--- config.mk ---
export PLATFORM = sky130hd
export DESIGN_NAME = btn_script_player
export DESIGN_NICKNAME = d
export VERILOG_FILES = /design/src/rtl/btn_script_player.sv
export SDC_FILE = /design/constraint.sdc
export NUM_CORES = 1
export LEC_CHECK = 0
export ABC_AREA = 1
export CAP_MARGIN = 20
export CORE_MARGIN = 2
export CORE_UTILIZATION = 37
export DETAILED_ROUTE_END_ITERATION = 16
export SYNTH_ARGS = -nofsm -noshare
export SYNTH_HDL_FRONTEND = slang
export SYNTH_SLANG_ARGS = --single-unit
--- constraint.sdc ---
create_clock -name debug_char_clk -period 2.6 [get_ports debug_char_clk]
set_input_delay 0.78 -clock debug_char_clk [delete_from_list [all_inputs] [get_ports debug_char_clk]]
set_output_delay 0.78 -clock debug_char_clk [all_outputs]
set_load 0.02 [all_outputs]
--- src/rtl/btn_script_player.sv ---
// Scripted button-stimulus generator for the character block.
// Plays a small programmable command store as timed left/right/jump levels.
// Each command holds one button (or none) for max(hold,1) ticks and is then
// followed by GAP_TICKS all-released ticks.
module btn_script_player #(
    parameter int SCRIPT_DEPTH = 16,
    parameter int HOLD_WIDTH   = 8,
    parameter int GAP_TICKS    = 4,
    localparam int CMD_W       = HOLD_WIDTH + 3,
    localparam int AW          = $clog2(SCRIPT_DEPTH)
) (
    input  logic             debug_char_clk,
    input  logic             sys_rst_n,
    input  logic             wr_en,
    input  logic [AW-1:0]    wr_addr,
    input  logic [CMD_W-1:0] wr_data,
    input  logic             start,
    input  logic             abort,
    input  logic             loop_en,
    output logic             left_btn,
    output logic             right_btn,
    output logic             jump_btn,
    output logic             busy,
    output logic             done,
    output logic [AW-1:0]    step_idx,
    output logic [15:0]      press_cnt
);

    localparam int GW = (GAP_TICKS > 1) ? $clog2(GAP_TICKS + 1) : 1;

    typedef enum logic [1:0] {
        ST_IDLE,
        ST_HOLD,
        ST_GAP,
        ST_DONE
    } state_t;

    state_t                state_q;
    logic [CMD_W-1:0]      mem_q [SCRIPT_DEPTH];
    logic [AW-1:0]         step_q;
    logic [HOLD_WIDTH-1:0] hold_cnt_q;
    logic [GW-1:0]         gap_cnt_q;
    logic                  last_q;
    logic                  left_q;
    logic                  right_q;
    logic                  jump_q;
    logic                  busy_q;
    logic                  done_q;
    logic [15:0]           press_q;

    logic                  wr_ok;
    logic                  load_d;
    logic [AW-1:0]         load_idx_d;
    logic                  go_gap_d;
    logic                  go_done_d;
    logic                  end_cmd_d;
    logic [CMD_W-1:0]      load_word;
    logic [1:0]            load_op;
    logic [HOLD_WIDTH-1:0] load_hold;

    // The store may only change while nothing is being played back.
    assign wr_ok = wr_en && (state_q == ST_IDLE || state_q == ST_DONE);

    generate
        for (genvar gi = 0; gi < SCRIPT_DEPTH; gi++) begin : g_store
            // One command entry: cleared on reset, written only when idle or done.
            always_ff @(posedge debug_char_clk or negedge sys_rst_n) begin
                if (!sys_rst_n) begin
                    mem_q[gi] <= '0;
                end else if (wr_ok && wr_addr == AW'(gi)) begin
                    mem_q[gi] <= wr_data;
                end
            end
        end
    endgenerate

    assign load_word = mem_q[load_idx_d];
    assign load_op   = load_word[HOLD_WIDTH+1:HOLD_WIDTH];
    assign load_hold = load_word[HOLD_WIDTH-1:0];

    // Decide whether this edge starts a command, enters the gap or finishes the script.
    always_comb begin
        load_d     = 1'b0;
        load_idx_d = '0;
        go_gap_d   = 1'b0;
        go_done_d  = 1'b0;
        end_cmd_d  = 1'b0;
        case (state_q)
            ST_IDLE, ST_DONE: begin
                if (start) begin
                    load_d = 1'b1;
                end
            end
            ST_HOLD: begin
                if (hold_cnt_q == HOLD_WIDTH'(1)) begin
                    if (GAP_TICKS == 0) begin
                        end_cmd_d = 1'b1;
                    end else begin
                        go_gap_d = 1'b1;
                    end
                end
            end
            ST_GAP: begin
                if (gap_cnt_q == GW'(1)) begin
                    end_cmd_d = 1'b1;
                end
            end
            default: ;
        endcase
        if (end_cmd_d) begin
            if (last_q || step_q == AW'(SCRIPT_DEPTH - 1)) begin
                if (loop_en) begin
                    load_d = 1'b1;
                end else begin
                    go_done_d = 1'b1;
                end
            end else begin
                load_d     = 1'b1;
                load_idx_d = step_q + AW'(1);
            end
        end
    end

    // Playback FSM with registered button and status outputs; abort has top priority.
    always_ff @(posedge debug_char_clk or negedge sys_rst_n) begin
        if (!sys_rst_n) begin
            state_q    <= ST_IDLE;
            step_q     <= '0;
            hold_cnt_q <= '0;
            gap_cnt_q  <= '0;
            last_q     <= 1'b0;
            left_q     <= 1'b0;
            right_q    <= 1'b0;
            jump_q     <= 1'b0;
            busy_q     <= 1'b0;
            done_q     <= 1'b0;
            press_q    <= '0;
        end else if (abort) begin
            state_q <= ST_IDLE;
            step_q  <= '0;
            left_q  <= 1'b0;
            right_q <= 1'b0;
            jump_q  <= 1'b0;
            busy_q  <= 1'b0;
            done_q  <= 1'b0;
        end else if (load_d) begin
            state_q    <= ST_HOLD;
            step_q     <= load_idx_d;
            last_q     <= load_word[HOLD_WIDTH+2];
            hold_cnt_q <= (load_hold == '0) ? HOLD_WIDTH'(1) : load_hold;
            left_q     <= (load_op == 2'b01);
            right_q    <= (load_op == 2'b10);
            jump_q     <= (load_op == 2'b11);
            busy_q     <= 1'b1;
            done_q     <= 1'b0;
            if (load_op != 2'b00) begin
                press_q <= press_q + 16'd1;
            end
        end else if (go_gap_d) begin
            state_q   <= ST_GAP;
            gap_cnt_q <= GW'(GAP_TICKS);
            left_q    <= 1'b0;
            right_q   <= 1'b0;
            jump_q    <= 1'b0;
        end else if (go_done_d) begin
            state_q <= ST_DONE;
            left_q  <= 1'b0;
            right_q <= 1'b0;
            jump_q  <= 1'b0;
            busy_q  <= 1'b0;
            done_q  <= 1'b1;
        end else begin
            case (state_q)
                ST_HOLD: hold_cnt_q <= hold_cnt_q - HOLD_WIDTH'(1);
                ST_GAP:  gap_cnt_q  <= gap_cnt_q - GW'(1);
                default: ;
            endcase
        end
    end

    assign left_btn  = left_q;
    assign right_btn = right_q;
    assign jump_btn  = jump_q;
    assign busy      = busy_q;
    assign done      = done_q;
    assign step_idx  = step_q;
    assign press_cnt = press_q;

endmodule
# Yosys cells after proc, flatten, opt, wreduce, memory -nomap -nowiden
# Cells that the tools add are included.
word_totals:
  regBits: 215
  elab_cells: 143
  in_bits: 21
classes:
  addsub: 4
  n_mux: 46
  reduce_logical: 34
  bitwise: 3
  n_eq_ne: 28
  order_cmp: 1
ops:
  columns: ["op", "count"]
  rows:
  - ["11-bit binary-select mux with 4-bit select", 1]
  - ["8-bit two-way mux", 5]
  - ["4-bit == test, second input constant", 9]
  - ["1-bit two-way mux", 27]
  - ["11-bit two-way mux", 2]
  - ["1-bit logical AND", 17]
  - ["16-bit by 1-bit adder with 16-bit output, second input constant", 1]
  - ["4-bit by 3-bit == test with 1-bit output, second input constant", 4]
  - ["4-bit two-way mux", 4]
  - ["3-bit two-way mux", 3]
  - ["2-bit == test, second input constant", 4]
  - ["4-bit by 2-bit == test with 1-bit output, second input constant", 2]
  - ["8-bit by 1-bit == test with 1-bit output, second input constant", 1]
  - ["8-bit zero test", 1]
  - ["2-bit two-way mux", 4]
  - ["4-bit AND reduction", 2]
  - ["2-bit nonzero test", 4]
  - ["8-bit by 1-bit subtractor with 8-bit output, second input constant", 1]
  - ["2-bit != test, second input constant", 3]
  - ["5-bit >= comparator, second input constant", 1]
  - ["4-bit inverter with 5-bit output", 1]
  - ["4-bit by 1-bit adder with 4-bit output, second input constant", 1]
  - ["2-bit by 1-bit == test with 1-bit output, second input constant", 2]
  - ["4-bit by 1-bit == test with 1-bit output, second input constant", 1]
  - ["12 further kinds", 15]

# Depth between registers and ports, before layout
depth:
  ltp_word: 11
  ltp_mapped: 19
  depth_no_buf: 18

# Worst setup path after synthesis
# Ideal clock, no wire load.
synth_path:
  path_kind: "reg-to-reg"
  startpoint: "register step_q[0], in the netlist step_idx[0]"
  endpoint: "register press_q[2], in the netlist press_cnt[2]"
  stages_incl_launch_ff: 20
  t_arrival_ns: 2.223
  synth_period_minus_slack_ns: 2.340
  required_time_ns: 2.483
  slack_ns: 0.260
  path_cell_list: "dfrtp_1 -> ha_1 -> nand3_1 -> nand2_2 -> inv_2 -> nand2_4 -> inv_4 -> buf_6 -> nor2_1 -> nor2_1 -> o21ai_1 -> nand3_1 -> nand3_1 -> nand2_1 -> nand2_2 -> nand2_1 -> buf_6 -> buf_8 -> nand3_1 -> nand2_1"
synth_between:
  elab_chain_len: 10
  word_cells_on_any_way: 13
  classes_between: "add/sub (1); eq/ne (1); mux (7); bitwise (1); reduce/logical (3)"
synth_rtl:
  columns: ["item", "line_no", "source"]
  rows:
  - ["start: declaration", "40", "logic [AW-1:0] step_q;"]
  - ["start signal: assignment", "148", "step_q <= load_idx_d;"]
  - ["parallel branches: the longest is 9 deep, another holds 4-bit by 1-bit adder with 4-bit output", null, null]
  - ["3-bit AND reduction (no line) *", null, null]
  - ["end signal: assignment", "157", "press_q <= press_q + 16'd1;"]
  - ["end: declaration", "49", "logic [15:0] press_q;"]
# Mark *: on every way between the ends. The select of a mux whose other input is x is not followed.
# A chain may end at the register's enable or synchronous reset.

# Worst setup path after layout
layout_path:
  startpoint: "register step_q[0], in the netlist step_idx[0]"
  endpoint: "register hold_cnt_q[4]"
layout_between:
  elab_chain_len: 11
  word_cells_on_any_way: 20
  classes_between: "add/sub (1); eq/ne (3); mux (11); bitwise (1); reduce/logical (4)"
layout_rtl:
  columns: ["item", "line_no", "source"]
  rows:
  - ["parallel branches: the longest is 11 deep, another holds 4-bit by 1-bit adder with 4-bit output", null, null]
  - ["end signal: assignment", "150", "hold_cnt_q <= (load_hold == '0) ? HOLD_WIDTH'(1) : load_hold;"]
  - ["end signal: assignment", "174", "ST_HOLD: hold_cnt_q <= hold_cnt_q - HOLD_WIDTH'(1);"]
  - ["end: declaration", "41", "logic [HOLD_WIDTH-1:0] hold_cnt_q;"]
# Parallel ways; which one is timed is not known. The select of a mux whose other input is x is not followed.

==> metrics.txt <==
Clk pin slew, worst setup/hold paths=0.06 ns; cell count after placement=1759; Rows=62; Seq/Total Area, Yosys=50.3%; GRT Total Usage=19.6%; switching power=3.13 mW; die width=174 um; Rel. slew slack=60.6%; top post-synthesis cells by count=350 x nand2_1, 215 x dfrtp_1, 213 x o21ai_0; Die ar.=0.0303 mm2; core area=0.0285 mm2; skew final=0.0155 ns; hpwl dp=19200 um; Via density=5.07; Seq cells post-synth=215; Max Slew Vio Count=0; drt wl/cell=16.4 um; sw frac=30.9%; post-layout net count=1435; clk sinks=215; maximum number of pins on one net before global-route repair=58; Port Buffers=45; Clk pwr share=31.7%; fraction of registers with async set/reset=100%; CTS tree=done; pre-CTS WS=-0.00753 ns; # Max-Cap Violations=0; total power=10.1 mW; Least-Margin Pin Slew=0.590 ns; crit end category=flop; run status=completed; first-pass GRT wire length=48100 um; minimum clock period=2.43 ns; count leader, synth=nand2_1; Hold Fails Final Rpt=0; Comb power frac=22.4%; fraction of layout cells with a size suffix above 1=9.72%; Max VDD drop=0.000461 V; cts bufs inserted=25; fin crit share=93.4%; CP required=3.04 ns; hold_buf cts=0; Worst Setup Start Kind=flop; share of power burned in registers=46.0%; DRT iter0 DRCs=772; number of flops mapped to enable cells by yosys=0; vias in the first global route=8924; synth-to-layout area growth=18.9%; P_int=7.01 mW; DRC=0; setup TNS=0 ns; Ports=46; pwr/cell area=797 mW/mm2; Initial Util=37.4%; met1 Track Usage GR=28.0%; Worst Hold Class=in2async; Clock Path Buffers=3; CTS Root Cell=clkbuf_16; area leader, netlist=dfrtp_1; fin worst setup slack=0.171 ns; highest clock rate=412 MHz; top_reg_cell synth=dfrtp_1; GP Congestion=0.862; Mapped Area=0.0107 mm2; DR vias=9142; Cells after Synth=1343; Final setup viols=0; Critical Setup Path Class=reg2reg; critical path fanouts, max=29; Synth Net Count=1372; leakage power total=5.99 nW; Routed WL=29500 um; Die Ht=174 um; Remaining Overflow, GRT=0; met3 GRT Util=2.56%; drt pass-1 iters=5; initial antenna violation count=0; # H-tree levels=1; critical path arrival=2.87 ns; Synth top area share=50.3%; gr busiest metal=met2; Final Non-Filler Cells=1804; Antenna Nets Post-Route=0; Clk Latency, worst-skew pair=0.53 ns; top post-synthesis cells by area=dfrtp_1 50%, nand2_1 12%, o21ai_0 10%; post-synth cell types=38; yosys warns=0; diode count=0; met2 Resource Use GR=31.2%; Synth Area per Inst=7.96 um2
[layout make-up]
| cell class | instances | area (um2) |
|---|---|---|
| fill | 2907 | 15800 |
| timing repair buffer | 121 | 1160 |
| sequential | 215 | 5380 |
| tap | 384 | 480 |
| clock buffer | 38 | 704 |
| inverter | 131 | 497 |
| multi-input combinational | 912 | 4460 |
| clock inverter | 3 | 22.5 |
[power by group through the flow]
stage          Clock [mW]  Combinational [mW]  Sequential (mW)
2_1_floorplan           0                1.42             4.67
3_3_place_gp            0                2.18             4.69
3_5_place_dp            0                2.23             4.69
4_1_cts              3.28                2.24             4.65
5_1_grt              3.42                2.61             4.77
6_report             3.21                2.27             4.66
[worst paths after layout]
check                              start            end  slack, ns  depth (start not counted)
min in group debug_char_clk    mem_q[26]      mem_q[26]       0.48                          2
max in group asynchronous      sys_rst_n     mem_q[136]       1.67                          2
hold reg to reg                mem_q[26]      mem_q[26]       0.48                          2
hold / removal                 sys_rst_n      mem_q[63]       0.16                          1
setup / recovery             step_idx[0]  hold_cnt_q[4]       0.17                         14
setup reg to reg             step_idx[0]  hold_cnt_q[4]       0.17                         14
[layout by cell type, fill, tap and decap left out, types with 6 or more instances in the layout]
cell	Yosys	final
a21oi_1	12	12
buf_12	0	8
buf_4	1	65
clkbuf_1	48	10
clkbuf_16	0	27
clkdlybuf4s50_1	0	44
dfrtp_1	215	215
ha_1	8	6
inv_1	127	125
nand2_1	350	346
nand2_2	4	6
nand3_1	152	152
nand3b_1	51	51
nor2_1	60	60
nor3_1	8	8
o21ai_0	213	213
o21ai_1	7	7
o21ai_2	6	6
xor2_1	12	12
[flip-flops by register name, indices dropped and copies added, names as in the netlist]
| name | cells |
|---|---|
| mem_q | 176 |
| press_cnt | 16 |
| hold_cnt_q | 8 |
| step_idx | 4 |
| gap_cnt_q | 3 |
| state_q | 2 |
| busy | 1 |
| done | 1 |
| jump_btn | 1 |
| last_q | 1 |
| left_btn | 1 |
| right_btn | 1 |
[per-layer routing]
metal | wire (um) | share of wire [%] | vias up
met2 | 13300 | 45 | 251
li1 | - | - | 4489
met4 | 770 | 2.6 | 0
met3 | 1580 | 5.4 | 49
met1 | 13800 | 47 | 4353
met5 | 0 | 0 | -
[kinds of logic (layout without fill, tap and decap cells)]
logic type	after synthesis	count (layout)	share of synthesized area [%]
flip-flops	215	215	50.3
XOR/XNOR	15	15	1.23
adder cells (fa/ha/maj)	8	8	0.936
AND/OR/NAND/NOR	637	637	26.8
AO/OA/AOI/OAI	252	252	12.3
buffers and inverters	216	293	8.36
[what timing repair did]
action | CTS | global route
buffers inserted | 0 | 2
endpoints found under the setup margin | 3 | 25
resized for setup | 2 | 16
pin swaps | 0 | 4
gates cloned | 0 | 2
[critical path: stages, from the launching register on]
cell	delay [ns]
dfrtp_1	0.38
ha_1	0.24
nand3_1	0.11
nand2_2	0.11
inv_4	0.13
buf_12	0.19
nor2_1	0.09
o21ai_2	0.23
inv_2	0.09
nor2_4	0.20
inv_1	0.11
nand2_4	0.12
buf_4	0.16
nor2_1	0.04
a31oi_1	0.14
[through the flow]
step           hold WS [ns]  instance area, um2  util, %
3_5_place_dp          0.464               11900     41.5
6_report              0.161               12700     44.5
2_1_floorplan         0.444               10700        -
5_1_grt               0.191               12700     44.5
4_1_cts               0.171               12600     44.1
3_3_place_gp          0.458               11900     41.5
No activity file was read; power rests on OpenSTA's default activity.
